--- src/rtl/fft4_input_loader.sv ---
`default_nettype none
// ============================================================================
// fft4_input_loader: loads 4-sample complex frames bit-reversed into a
// ping-pong buffer and serves radix-2 first-stage butterfly operand sets.
// Revision: 1.0
// ============================================================================
module fft4_input_loader #(
  parameter int WIDTH = 32,
  parameter int HALF  = WIDTH / 2
) (
  input  logic             clk,
  input  logic             rst,
  input  logic [WIDTH-1:0] in_data,
  input  logic             in_valid,
  output logic             in_ready,
  output logic [WIDTH-1:0] out_a,
  output logic [WIDTH-1:0] out_b,
  output logic [WIDTH-1:0] out_w,
  output logic             out_idx,
  output logic             out_valid,
  input  logic             out_ready
);

  // W0 = 1 + j0 in Q1.(HALF-1): largest positive real, zero imaginary
  localparam logic [WIDTH-1:0] W_ONE = {1'b0, {(HALF-1){1'b1}}, {HALF{1'b0}}};

  typedef enum logic {EMPTY = 1'b0, FULL = 1'b1} bank_state_t;

  logic [WIDTH-1:0] mem [2][4];
  logic             wbank;
  logic [1:0]       wcnt;
  logic             rbank;
  logic             rcnt;
  logic [1:0]       full;
  logic             in_accept;
  logic             out_accept;

  assign in_ready   = ~full[wbank];
  assign out_valid  = full[rbank];
  assign in_accept  = in_valid & in_ready;
  assign out_accept = out_valid & out_ready;

  always_ff @(posedge clk or posedge rst) begin
    if (rst) begin
      wbank <= 1'b0;
      wcnt  <= 2'd0;
    end else if (in_accept) begin
      wcnt <= wcnt + 2'd1;
      if (wcnt == 2'd3) wbank <= ~wbank;
    end
  end

  always_ff @(posedge clk or posedge rst) begin
    if (rst) begin
      rbank <= 1'b0;
      rcnt  <= 1'b0;
    end else if (out_accept) begin
      rcnt <= ~rcnt;
      if (rcnt) rbank <= ~rbank;
    end
  end

  // Bit-reversed write address puts x0,x2 in slots 0,1 and x1,x3 in slots 2,3
  always_ff @(posedge clk) begin
    if (in_accept) mem[wbank][{wcnt[0], wcnt[1]}] <= in_data;
  end

  generate
    for (genvar b = 0; b < 2; b++) begin : g_bank
      bank_state_t state;
      bank_state_t state_nxt;
      logic        set_full;
      logic        clr_full;

      assign set_full = in_accept && (wcnt == 2'd3) && (wbank == 1'(b));
      assign clr_full = out_accept && rcnt && (rbank == 1'(b));

      always_ff @(posedge clk or posedge rst) begin
        if (rst) state <= EMPTY;
        else     state <= state_nxt;
      end

      always_comb begin
        state_nxt = state;
        case (state)
          EMPTY:   if (set_full) state_nxt = FULL;
          FULL:    if (clr_full) state_nxt = EMPTY;
          default: state_nxt = EMPTY;
        endcase
      end

      assign full[b] = (state == FULL);
    end
  endgenerate

  always_comb begin
    out_a   = '0;
    out_b   = '0;
    out_w   = '0;
    out_idx = rcnt;
    if (out_valid) begin
      out_a = mem[rbank][{rcnt, 1'b0}];
      out_b = mem[rbank][{rcnt, 1'b1}];
      out_w = W_ONE;
    end
  end

endmodule
`default_nettype wire
--- config.mk ---
export PLATFORM = sky130hd
export DESIGN_NAME = fft4_input_loader
export DESIGN_NICKNAME = d
export VERILOG_FILES = /design/src/rtl/fft4_input_loader.sv
export SDC_FILE = /design/constraint.sdc
export NUM_CORES = 1
export LEC_CHECK = 0
export CORE_MARGIN = 2
export CORE_UTILIZATION = 50
export CTS_CLUSTER_DIAMETER = 40
export DETAILED_ROUTE_END_ITERATION = 6
export PLACE_DENSITY = 0.83
export SETUP_SLACK_MARGIN = 0.02
export SLEW_MARGIN = 15
export SYNTH_ARGS = -nofsm -noshare
export SYNTH_HDL_FRONTEND = slang
export SYNTH_SLANG_ARGS = --single-unit
--- constraint.sdc ---
create_clock -name clk -period 3.52 [get_ports clk]
set_clock_uncertainty 0.2 [all_clocks]
set_input_delay 1.056 -clock clk [delete_from_list [all_inputs] [get_ports clk]]
set_output_delay 1.056 -clock clk [all_outputs]
set_load 0.01 [all_outputs]
==> results.txt, run 1 <==
----------------------------------------------------
[Critical path]
  Max stage delay cell, worst path ... sky130_fd_sc_hd__dfrtp_4
  CP required ... 2.26 ns
  Kind of cell adding the most delay to the critical path ... buffers and inverters
  Critical Path Most Common Cell ... sky130_fd_sc_hd__buf_12
  Startpoint of the worst-slack reg-to-reg timing path ... wbank
  CP Depth ... 6
  Element type at the critical path end ... primary output
  Crit path launch ... rbank
  Critical path type ... register to primary output
  Arrival time of the worst setup path ... 2.22 ns
  Crit path max fanout ... 5
  Worst-path cell chain ... buf_12 -> buf_12 -> clkbuf_16 -> mux4_2 -> and2_4 -> buf_6
  Startpoint kind of the worst setup timing path ... register
  Reg2Reg Depth ... 3
  Buf+Inv Stages, Crit Path ... 4
  Endpoint of the worst setup timing path ... out_a[1]
  R2R setup slack ... 1.20 ns
  Critical R2R Capture ... mem[1][49]
  Crit-path max cell delay ... 0.52 ns

[Synthesis]
  Post-synthesis async set-or-reset flop share ... 2.66%
  Distinct cell type count after synthesis ... 24
  Synth Area per Inst ... 21.3 um^2
  Number of flip-flops and latches in the synthesized netlist ... 263
  Number of synthesized flops with an enable pin ... 256
  Ranking of synthesized cells by area ... sky130_fd_sc_hd__edfxtp_1, sky130_fd_sc_hd__mux4_2, sky130_fd_sc_hd__and2_1
  Fraction of the yosys area taken by sequential cells ... 76.0%
  Library cell with the highest instance count after synthesis ... sky130_fd_sc_hd__edfxtp_1
  Ranking of synthesized cells by instance count ... sky130_fd_sc_hd__edfxtp_1, sky130_fd_sc_hd__and2_1, sky130_fd_sc_hd__mux4_2, sky130_fd_sc_hd__buf_4, sky130_fd_sc_hd__clkbuf_1
  Area share of the largest cell type after synthesis ... 74.3%
  Post-synthesis cell count ... 485
  YS warnings ... 0
  Netlist area before placement ... 0.0103 mm^2
  Cell taking the most area after synthesis ... sky130_fd_sc_hd__edfxtp_1
  Synth Flop Type ... sky130_fd_sc_hd__edfxtp_1

[Clock network]
  CTS H-Tree Depth ... 1
  Clock network latency to the later pin of the worst-skew pair ... 0.53 ns
  CTS sink cnt ... 263
  Total clock buffers created by CTS ... 29
  Clock Root Buffer ... sky130_fd_sc_hd__clkbuf_16
  Clock slew at reported path FFs ... 0.06 ns
  Max clock buf depth ... 3
  CTS tree ... yes

[Layout]
  Antenna fix cells ... 0
  Number of nets at the end of the flow ... 675
  Fraction of layout instances using a drive strength above 1 ... 39.1%
  Footprint of the flip-flops and latches ... 0.00787 mm^2
  Layout overhead on the synthesized area ... 26.4%
  Post-route insts no fill ... 927
  Area taken by multi-input logic gates ... 0.00227 mm^2
  FILL cells ... 1324

[Floorplan]
  Die footprint ... 0.0219 mm^2
  Starting density of the core ... 51.0%
  Core Box Area ... 0.0203 mm^2
  Width of the chip ... 148 um
  Number of cell rows ... 52
  Num ports ... 135
  Height of the die ... 148 um

[STA]
  Final min period ... 3.48 ns
  Slew Viols, Final ... 0
  Fmax achieved ... 287 MHz
  Final worst path period share ... 98.9%
  Setup repair after global routing missed its margin ... true
  Final Setup Violations ... 0
  Final WS setup ... 0.0391 ns
  Final hold violation count ... 0

[Detailed routing]
  Number of DRC markers after the initial detailed-route iteration ... 431
  Average wire length per cell after detail routing ... 24.0 um
  Routed Wire Length ... 22300 um
  Number of optimization iterations in the first detailed-route pass ... 5
  Antenna Nets Post-Route ... 0
  Via density per instance ... 5.59
  DRC errors left ... 0
  Vias after detailed routing ... 5186

[Worst hold path]
  Worst hold path type ... register to register
  Hold depth ... 1

[Flow run]
  MaxCap Viol Count ... 0

[Global routing]
  Vias in the first global route ... 5469
  Pin count of the biggest net entering global routing ... 30
  Initial antenna violation count ... 1
  Overall routing resource usage ... 20.7%
  Leftover overflow at the end of global routing ... 0
  Wire length of the first global-routing pass ... 33700 um

[Placed design]
  Worst setup timing slack at the placement stage ... 0.263 ns
  Placed Cells incl. Taps ... 856
  Placed wire-length estimate after detailed placement ... 12300 um
  IO buf count ... 117
  Last weighted congestion value of the routability-driven placer ... 0.758

[Power]
  Leakage dissipation ... 4.79 nW
  Power per unit of standard cell area ... 835 mW/mm^2
  Largest vdd supply drop ... 0.479 mV

[Run status]
  Outcome ... finished clean

----------------------------------------------------
## worst reg2reg max path, stage by stage (launching register included)
cell	delay [ns]
sky130_fd_sc_hd__dfrtp_1	0.62
sky130_fd_sc_hd__nand2_1	0.39
sky130_fd_sc_hd__nor2_4	0.52
sky130_fd_sc_hd__buf_12	0.26
## registers in the layout (all words and copies together) (netlist names)
| name | cells |
|---|---|
| rbank | 1 |
| out_idx | 1 |
| wbank | 1 |
| mem | 256 |
| wcnt | 2 |
| g_bank.state | 2 |
## metrics by stage
stage | TNS (ns) | hold slack, ns | power (mW) | instance area [um^2] | util, %
6_report | 0 | 0.343 | 10.9 | 13100 | 64.4
5_1_grt | -0.00330 | 0.369 | 11.4 | 13100 | 64.4
4_1_cts | 0 | 0.329 | 10.9 | 13000 | 63.9
3_5_place_dp | 0 | 0.314 | 7.54 | 11800 | 58.4
3_3_place_gp | 0 | 0.299 | 7.44 | 11800 | 58.4
2_1_floorplan | 0 | 0.272 | 6.16 | 10400 | -
## how the worst min path moves through the flow
stage                         start      end
floorplan           g_bank[1].state    rbank
finish                      wcnt[0]  wcnt[0]
detailed placement  g_bank[1].state    rbank
CTS                 g_bank[1].state    rbank
global route                wcnt[0]  wcnt[0]
global placement    g_bank[1].state    rbank
## report_power, final
part,internal (mW),switching [mW],total (mW)
sequential,3.88,0.185,4.07
clock,1.76,1.18,2.94
combinational,2.14,1.78,3.92
## logic make-up after synthesis
kind of cell,count (synthesis),share of synthesized area (%)
DFF,263,76.0
and+or+nand+nor,83,4.64
muxes,67,14.2
buffers and inverters,60,4.14
AOI/OAI and AO/OA,5,0.266
adders and majority gates,4,0.484
xor gates and xnor gates,2,0.169
other,1,0.0363
## cell type report
type                    instances  area share (%)
clock inverters                17            1.49
multi-input cells             178            17.4
clock buffers                  36            5.75
flip-flops and latches        263            60.2
well taps                     270            2.58
repair buffers                158            12.5
inverters                       5           0.143
## repair_timing
| item | CTS | global route |
|---|---|---|
| endpoints found under the hold margin | 0 | 0 |
| resized for setup | 261 | 60 |
| hold buffers | 0 | 0 |
| pin swaps | 16 | 11 |
| buffers inserted | 12 | 0 |
| gates cloned | 8 | 1 |
| endpoints found under the setup margin | 80 | 72 |
## placed cells by master, fill, tap and decap left out, drive strengths merged, types with 2 or more instances in the layout
cell           Yosys  routed
and2              64      64
buf               43      90
bufbuf             0       2
bufinv             0       3
clkbuf            12      45
clkdlybuf4s15      0       4
clkdlybuf4s50      0      37
clkinv             0       7
clkinvlp           0       2
conb               1      17
dfrtp              7       7
dlymetal6s2s       0      15
edfxtp           256     256
ha                 4       4
inv                5      10
mux2               2       2
mux4              64      64
nand2             10      10
nor2               4       4
nor3               3       3
o21ai              2       2
xnor2              2       2
## routing by layer
layer / part of all wire (%) / vias to the layer above / global-route usage [%]
li1: - / 2189 / -
met3: 7.4 / 36 / 3.55
met5: 0.049 / - / 0
met2: 52 / 270 / 36.0
met1: 38 / 2689 / 27.9
met4: 1.9 / 2 / 4.62
Power figures use the tool's default switching activity.
==> inputs of run 2 (changes only) <==
--- a/config.mk
+++ b/config.mk
@@ -6,11 +6,12 @@
 export NUM_CORES = 1
 export LEC_CHECK = 0
 export CORE_MARGIN = 2
-export CORE_UTILIZATION = 50
+export CORE_UTILIZATION = 59
 export CTS_CLUSTER_DIAMETER = 40
 export DETAILED_ROUTE_END_ITERATION = 6
-export PLACE_DENSITY = 0.83
+export PLACE_DENSITY = 0.92
 export SETUP_SLACK_MARGIN = 0.02
+export SKIP_LAST_GASP = 1
 export SLEW_MARGIN = 15
 export SYNTH_ARGS = -nofsm -noshare
 export SYNTH_HDL_FRONTEND = slang
==> constraint.sdc (replaced) <==
create_clock -name clk -period 4.4 [get_ports clk]
set_clock_uncertainty 0.2 [all_clocks]
set_input_delay 1.32 -clock clk [delete_from_list [all_inputs] [get_ports clk]]
set_output_delay 1.32 -clock clk [all_outputs]
set_load 0.01 [all_outputs]
==> results.txt, run 2 (synthesis results as in run 1) <==
----------------------------------------------------
[Run status]
  Outcome ... finished clean

[Critical path]
  Critical path type ... register to primary output
  Element type at the critical path end ... primary output
  R2R setup slack ... 2.12 ns (+0.92 ns)
  Crit-path max cell delay ... 0.75 ns (+0.23 ns)
  Endpoint of the worst setup timing path ... out_b[21]
  Reg2Reg Depth ... 3 (unchanged)
  Critical R2R Capture ... mem[1][60]
  Startpoint kind of the worst setup timing path ... register
  CP required ... 2.88 ns (+0.62 ns)
  Startpoint of the worst-slack reg-to-reg timing path ... wbank
  Arrival time of the worst setup path ... 2.68 ns (+0.46 ns)
  Crit path max fanout ... 22 (+17)
  Max stage delay cell, worst path ... sky130_fd_sc_hd__dfrtp_2
  Buf+Inv Stages, Crit Path ... 2 (-2)
  Kind of cell adding the most delay to the critical path ... buffers and inverters
  Worst-path cell chain ... buf_4 -> mux4_2 -> and2_1 -> clkdlybuf4s50_1
  Crit path launch ... out_idx
  CP Depth ... 4 (-2)

[Clock network]
  Max clock buf depth ... 3 (unchanged)
  Total clock buffers created by CTS ... 27 (-6.9%)
  Clock network latency to the later pin of the worst-skew pair ... 0.52 ns (about the same)
  CTS sink cnt ... 263 (unchanged)
  Clock slew at reported path FFs ... 0.06 ns (about the same)
  Clock Root Buffer ... sky130_fd_sc_hd__clkbuf_16
  Post-cts hold buffer count ... 0 (unchanged)
  CTS H-Tree Depth ... 1 (unchanged)
  CTS tree ... yes

[STA]
  Slew Viols, Final ... 0 (unchanged)
  Fmax achieved ... 238 MHz
  Transition time at the pin with the least slew margin ... 0.632 ns
  Final min period ... 4.20 ns
  Setup repair after global routing missed its margin ... false
  Final Setup Violations ... 0 (unchanged)
  Final worst path period share ... 95.4%
  Final hold violation count ... 0 (unchanged)
  Total Neg Setup Slack ... 0 ns (unchanged)
  Worst-case headroom to the max-slew limit ... 57.8%

[Layout]
  Footprint of the flip-flops and latches ... 0.00787 mm^2 (about the same)
  Area taken by multi-input logic gates ... 0.00216 mm^2 (-5.0%)
  Number of nets at the end of the flow ... 653 (-3.3%)
  Layout overhead on the synthesized area ... 22.6%
  FILL cells ... 901 (-32%)
  Final core occ ... 73.6% (+9.2 points)
  Antenna fix cells ... 0 (unchanged)
  Flip-flop count of the largest register after layout ... 256 (unchanged)
  Highest-count cells in the layout ignoring fill and taps ... sky130_fd_sc_hd__edfxtp_1, sky130_fd_sc_hd__clkdlybuf4s50_1, sky130_fd_sc_hd__mux4_2, sky130_fd_sc_hd__and2_1, sky130_fd_sc_hd__clkbuf_16
  Fraction of layout instances using a drive strength above 1 ... 22.6% (-17 points)
  Most frequent standard cell in the layout excluding fill and tap cells ... sky130_fd_sc_hd__edfxtp_1

[Global routing]
  Vias in the first global route ... 5304 (-3.0%)
  Initial antenna violation count ... 0 (-1)
  Overall routing resource usage ... 23.9% (+3.3 points)
  Pin count of the biggest net entering global routing ... 54 (+80%)
  Wire length of the first global-routing pass ... 32100 um (-4.6%)
  Leftover overflow at the end of global routing ... 0 (unchanged)

[Detailed routing]
  Average wire length per cell after detail routing ... 25.1 um (+4.5%)
  DRC errors left ... 0 (unchanged)
  Vias after detailed routing ... 5050 (-2.6%)
  Routed Wire Length ... 21600 um (-3.1%)
  Number of optimization iterations in the first detailed-route pass ... 5 (unchanged)
  Antenna Nets Post-Route ... 0 (unchanged)
  Number of DRC markers after the initial detailed-route iteration ... 579 (+34%)
  Via density per instance ... 5.88 (+5.1%)

[Placed design]
  Placed wire-length estimate after detailed placement ... 12200 um (-0.56%)
  IO buf count ... 117 (unchanged)
  Last weighted congestion value of the routability-driven placer ... 0.748 (-1.2%)

[Power]
  Post-route total power ... 8.39 mW (-23%)
  Largest vdd supply drop ... 0.439 mV (-8.2%)
  Power per unit of standard cell area ... 662 mW/mm^2 (-21%)
  Leakage dissipation ... 4.20 nW (-12%)

[Flow run]
  MaxCap Viol Count ... 0 (unchanged)

[Floorplan]
  Core Box Area ... 0.0172 mm^2 (-15%)
  Die footprint ... 0.0186 mm^2 (-15%)
  Number of cell rows ... 48 (-7.7%)
  Num ports ... 135 (unchanged)
  Height of the die ... 136 um (-7.7%)
  Width of the chip ... 136 um (-7.7%)
  Starting density of the core ... 60.0% (+9.1 points)

[Worst hold path]
  Worst hold path type ... register to register

----------------------------------------------------
==> run 2: cell count changes in the layout (fill, tap and decap cells not counted), sizes merged, moves of 2 or more <==
| cell | before | now |
|---|---|---|
| buf | 90 | 21 |
| bufbuf | 2 | 0 |
| bufinv | 3 | 5 |
| clkbuf | 45 | 27 |
| clkdlybuf4s15 | 4 | 0 |
| clkdlybuf4s50 | 37 | 117 |
| clkinv | 7 | 10 |
| dlymetal6s2s | 15 | 0 |
==> run 2: stage by stage <==
| stage | std cells | worst slack (ns) | hold WS (ns) | area [um^2] |
|---|---|---|---|---|
| 2_1_floorplan | 501 | 0.159 | 0.272 | 10400 |
| 4_1_cts | 859 | 0.174 | 0.356 | 12700 |
| 3_3_place_gp | 808 | 0.614 | 0.301 | 11700 |
| 3_5_place_dp | 808 | 0.582 | 0.331 | 11700 |
| 5_1_grt | 859 | 0.0813 | 0.381 | 12700 |
| 6_report | 859 | 0.202 | 0.356 | 12700 |
==> run 2: how the worst min path moves through the flow <==
stage                         start       to  slack (ns)  cells after the start
floorplan           g_bank[1].state    rbank        0.27                      1
global placement    g_bank[1].state    rbank        0.30                      1
detailed placement  g_bank[1].state    rbank        0.33                      1
CTS                 g_bank[1].state    rbank        0.36                      1
global route                wcnt[0]  wcnt[0]        0.38                      1
finish              g_bank[1].state    rbank        0.36                      1
==> run 2: layer usage <==
| metal | track usage [%] | vias to the layer above | wire length, um |
|---|---|---|---|
| li1 | - | 2135 | - |
| met1 | 32.5 | 2592 | 8240 |
| met2 | 41.4 | 294 | 11300 |
| met3 | 3.58 | 29 | 1620 |
| met4 | 6.19 | 0 | 376 |
| met5 | 0 | - | 0 |
==> run 2: what timing repair did <==
action                                  CTS  global route
endpoints found under the setup margin    1             0
resized for setup                         0             0
endpoints found under the hold margin     0             0
buffers inserted                          1             0
==> run 2: report_power, final <==
group	internal (mW)	switching (mW)	total (mW)	leakage, nW
registers	3.10	0.195	3.30	2.40
logic	1.44	1.23	2.66	1.34
clock network	1.44	0.989	2.43	0.463
total	5.98	2.41	8.39	4.20
==> run 2: layout make-up <==
| type | count | area share, % |
|---|---|---|
| clock buffers | 27 | 5.33 |
| multi-input cells | 178 | 17.0 |
| flip-flops and latches | 263 | 62.0 |
| inverters | 5 | 0.148 |
| repair buffers | 138 | 11.0 |
| clock inverters | 23 | 2.23 |
| well taps | 225 | 2.22 |
==> run 2: worst register-to-register path, delay by kind of cell, from the launching register on <==
kind / cells / cell delay, ns
buffers and inverters: 1 / 0.49
flip-flops: 1 / 0.51
AND/OR/NAND/NOR: 2 / 0.70
==> inputs of run 3 (changes only) <==
--- a/config.mk
+++ b/config.mk
@@ -6,11 +6,11 @@
 export NUM_CORES = 1
 export LEC_CHECK = 0
 export CORE_MARGIN = 2
-export CORE_UTILIZATION = 59
+export CORE_UTILIZATION = 61
+export CTS_BUF_LIST = sky130_fd_sc_hd__clkbuf_4 sky130_fd_sc_hd__clkbuf_8
 export CTS_CLUSTER_DIAMETER = 40
 export DETAILED_ROUTE_END_ITERATION = 6
-export PLACE_DENSITY = 0.92
-export SETUP_SLACK_MARGIN = 0.02
+export PLACE_DENSITY = 0.94
 export SKIP_LAST_GASP = 1
 export SLEW_MARGIN = 15
 export SYNTH_ARGS = -nofsm -noshare
==> results.txt, run 3 (synthesis results as in run 1) <==
----------------------------------------------------
[STA]
  Worst-case headroom to the max-slew limit ... 55.0% (-2.8 points)
  Final WS setup ... 0.175 ns (-0.0267 ns)
  Total Neg Setup Slack ... 0 ns (unchanged)
  Final min period ... 4.22 ns (+0.0267 ns)
  Final hold violation count ... 0 (unchanged)
  Smallest hold slack ... 0.355 ns (-0.000990 ns)
  Final worst path period share ... 96.0% (+0.61 points)
  Setup repair after global routing missed its margin ... false
  Fmax achieved ... 237 MHz (-0.63%)
  Slew Viols, Final ... 0 (unchanged)
  Final Setup Violations ... 0 (unchanged)
  Transition time at the pin with the least slew margin ... 0.673 ns (+0.0417 ns)

[Critical path]
  Critical R2R Capture ... mem[0][28]
  Buf+Inv Stages, Crit Path ... 2 (unchanged)
  R2R setup slack ... 2.07 ns (-0.05 ns)
  Startpoint of the worst-slack reg-to-reg timing path ... wcnt[0]
  Max stage delay cell, worst path ... sky130_fd_sc_hd__mux4_2
  Arrival time of the worst setup path ... 2.70 ns (+0.02 ns)
  Reg2Reg Depth ... 5 (+2)
  Crit path max fanout ... 67 (+200%)
  Kind of cell adding the most delay to the critical path ... buffers and inverters
  Worst-path cell chain ... buf_12 -> mux4_2 -> and2_1 -> clkdlybuf4s50_1
  Critical path type ... register to primary output
  Crit-path max cell delay ... 0.61 ns (-0.14 ns)
  Startpoint kind of the worst setup timing path ... register
  CP required ... 2.88 ns (about the same)
  Element type at the critical path end ... primary output

[Detailed routing]
  Vias after detailed routing ... 4966 (-1.7%)
  Antenna Nets Post-Route ... 0 (unchanged)
  Number of optimization iterations in the first detailed-route pass ... 5 (unchanged)
  Via density per instance ... 5.69 (-3.2%)
  Number of DRC markers after the initial detailed-route iteration ... 462 (-20%)
  DRC errors left ... 0 (unchanged)
  Routed Wire Length ... 19300 um (-11%)
  Average wire length per cell after detail routing ... 22.1 um (-12%)

[Floorplan]
  Starting density of the core ... 62.4% (+2.4 points)
  Num ports ... 135 (unchanged)
  Number of cell rows ... 47 (-2.1%)
  Height of the die ... 134 um (-1.6%)
  Width of the chip ... 134 um (-1.6%)
  Core Box Area ... 0.0166 mm^2 (-3.8%)
  Die footprint ... 0.0180 mm^2 (-3.2%)

[Global routing]
  Pin count of the biggest net entering global routing ... 68 (+26%)
  Wire length of the first global-routing pass ... 29600 um (-7.9%)
  Initial antenna violation count ... 0 (unchanged)
  Vias in the first global route ... 5269 (-0.66%)
  Overall routing resource usage ... 22.3% (-1.6 points)
  Leftover overflow at the end of global routing ... 0 (unchanged)

[Placed design]
  Placed Cells incl. Taps ... 801 (-0.87%)
  Worst setup timing slack at the placement stage ... 0.719 ns (+0.137 ns)
  Last weighted congestion value of the routability-driven placer ... 0.798 (+6.7%)
  Placed Instance Area ... 0.0117 mm^2 (-0.16%)
  IO buf count ... 117 (unchanged)
  Placed wire-length estimate after detailed placement ... 11600 um (-5.2%)

[Worst hold path]
  Worst hold path type ... register to register
  Source of the worst hold timing path ... wcnt[0]
  Endpoint of the worst hold path ... wcnt[0]
  Hold depth ... 1 (unchanged)

[Power]
  Internal portion of total power ... 5.55 mW (-7.2%)
  Clock Power Share ... 24.8% (-4.2 points)
  Logic gate share of total power ... 33.0% (+1.3 points)
  Post-route total power ... 7.76 mW (-7.5%)
  Leakage dissipation ... 4.13 nW (-1.6%)
  Power per unit of standard cell area ... 623 mW/mm^2 (-5.9%)
  Sw frac ... 28.4% (-0.27 points)
  Power share of the sequential group ... 42.2% (+2.9 points)
  Sw power ... 2.21 mW (-8.4%)
  Largest vdd supply drop ... 0.414 mV (-5.8%)

[Layout]
  Number of nets at the end of the flow ... 663 (+1.5%)
  Fraction of layout instances using a drive strength above 1 ... 24.5% (+1.9 points)
  Area taken by multi-input logic gates ... 0.00216 mm^2 (unchanged)
  Post-route insts no fill ... 873 (+1.6%)
  Most frequent standard cell in the layout excluding fill and tap cells ... sky130_fd_sc_hd__edfxtp_1
  Highest-count cells in the layout ignoring fill and taps ... sky130_fd_sc_hd__edfxtp_1, sky130_fd_sc_hd__clkdlybuf4s50_1, sky130_fd_sc_hd__mux4_2, sky130_fd_sc_hd__and2_1, sky130_fd_sc_hd__clkbuf_8
  Final core occ ... 75.1% (+1.6 points)
  FILL cells ... 864 (-4.1%)
  Footprint of the flip-flops and latches ... 0.00787 mm^2 (about the same)
  Layout overhead on the synthesized area ... 20.5%
  Post-route design area ... 0.0125 mm^2 (-1.8%)
  Antenna fix cells ... 0 (unchanged)
  Flip-flop count of the largest register after layout ... 256 (unchanged)

[Clock network]
  Post-CTS Setup Repair Bufs ... 0 (-1)
  Clock slew at reported path FFs ... 0.06 ns (about the same)
  CTS H-Tree Depth ... 2 (+1)
  Total clock buffers created by CTS ... 40 (+48%)
  CTS tree ... yes
  Clock network latency to the later pin of the worst-skew pair ... 0.53 ns (about the same)
  Post-cts hold buffer count ... 0 (unchanged)
  Total of cells resized after clock tree synthesis ... 0 (unchanged)
  Max clock buf depth ... 3 (unchanged)
  CTS sink cnt ... 263 (unchanged)
  Clock Root Buffer ... sky130_fd_sc_hd__clkbuf_8

[Flow run]
  MaxCap Viol Count ... 0 (unchanged)

[Run status]
  Outcome ... finished clean

----------------------------------------------------
[run 3: changes by cell type in the layout (fill, tap and decap cells not counted), sizes merged]
| cell | change |
|---|---|
| buf | -3 |
| bufinv | -5 |
| clkbuf | +32 |
| clkinv | +1 |
| clkinvlp | -1 |
| inv | -5 |
[run 3: worst max path at each step]
stage | startpoint | to | slack, ns | depth (start not counted)
floorplan | in_valid | mem[0][32] | 0.16 | 2
global placement | rbank | out_a[27] | 0.74 | 4
detailed placement | rbank | out_b[16] | 0.72 | 4
CTS | rbank | out_b[16] | 0.13 | 4
global route | rbank | out_a[15] | 0.05 | 4
finish | rbank | out_b[15] | 0.18 | 4
[run 3: final cells by class]
cell class	count	area share (%)
clock inverter	13	0.562
inverter	5	0.151
timing repair buffer	135	10.9
sequential	263	63.2
clock buffer	59	5.71
multi-input combinational	178	17.3
tap	220	2.21
[run 3: power by group through the flow]
| stage | Combinational [mW] | Clock (mW) | Sequential, mW |
|---|---|---|---|
| 6_report | 2.56 | 1.92 | 3.28 |
| 3_3_place_gp | 2.55 | 0 | 3.30 |
| 4_1_cts | 2.60 | 1.96 | 3.28 |
| 2_1_floorplan | 1.70 | 0 | 3.23 |
| 5_1_grt | 2.73 | 2.07 | 3.30 |
| 3_5_place_dp | 2.59 | 0 | 3.33 |
[run 3: layer usage]
metal  vias up  track usage (%)  wire length (um)
li1       2164                -                 -
met1      2542             29.6              7550
met2       236             37.2             10100
met3        24             4.16              1250
met4         0             9.06               374
met5         -                0                 0
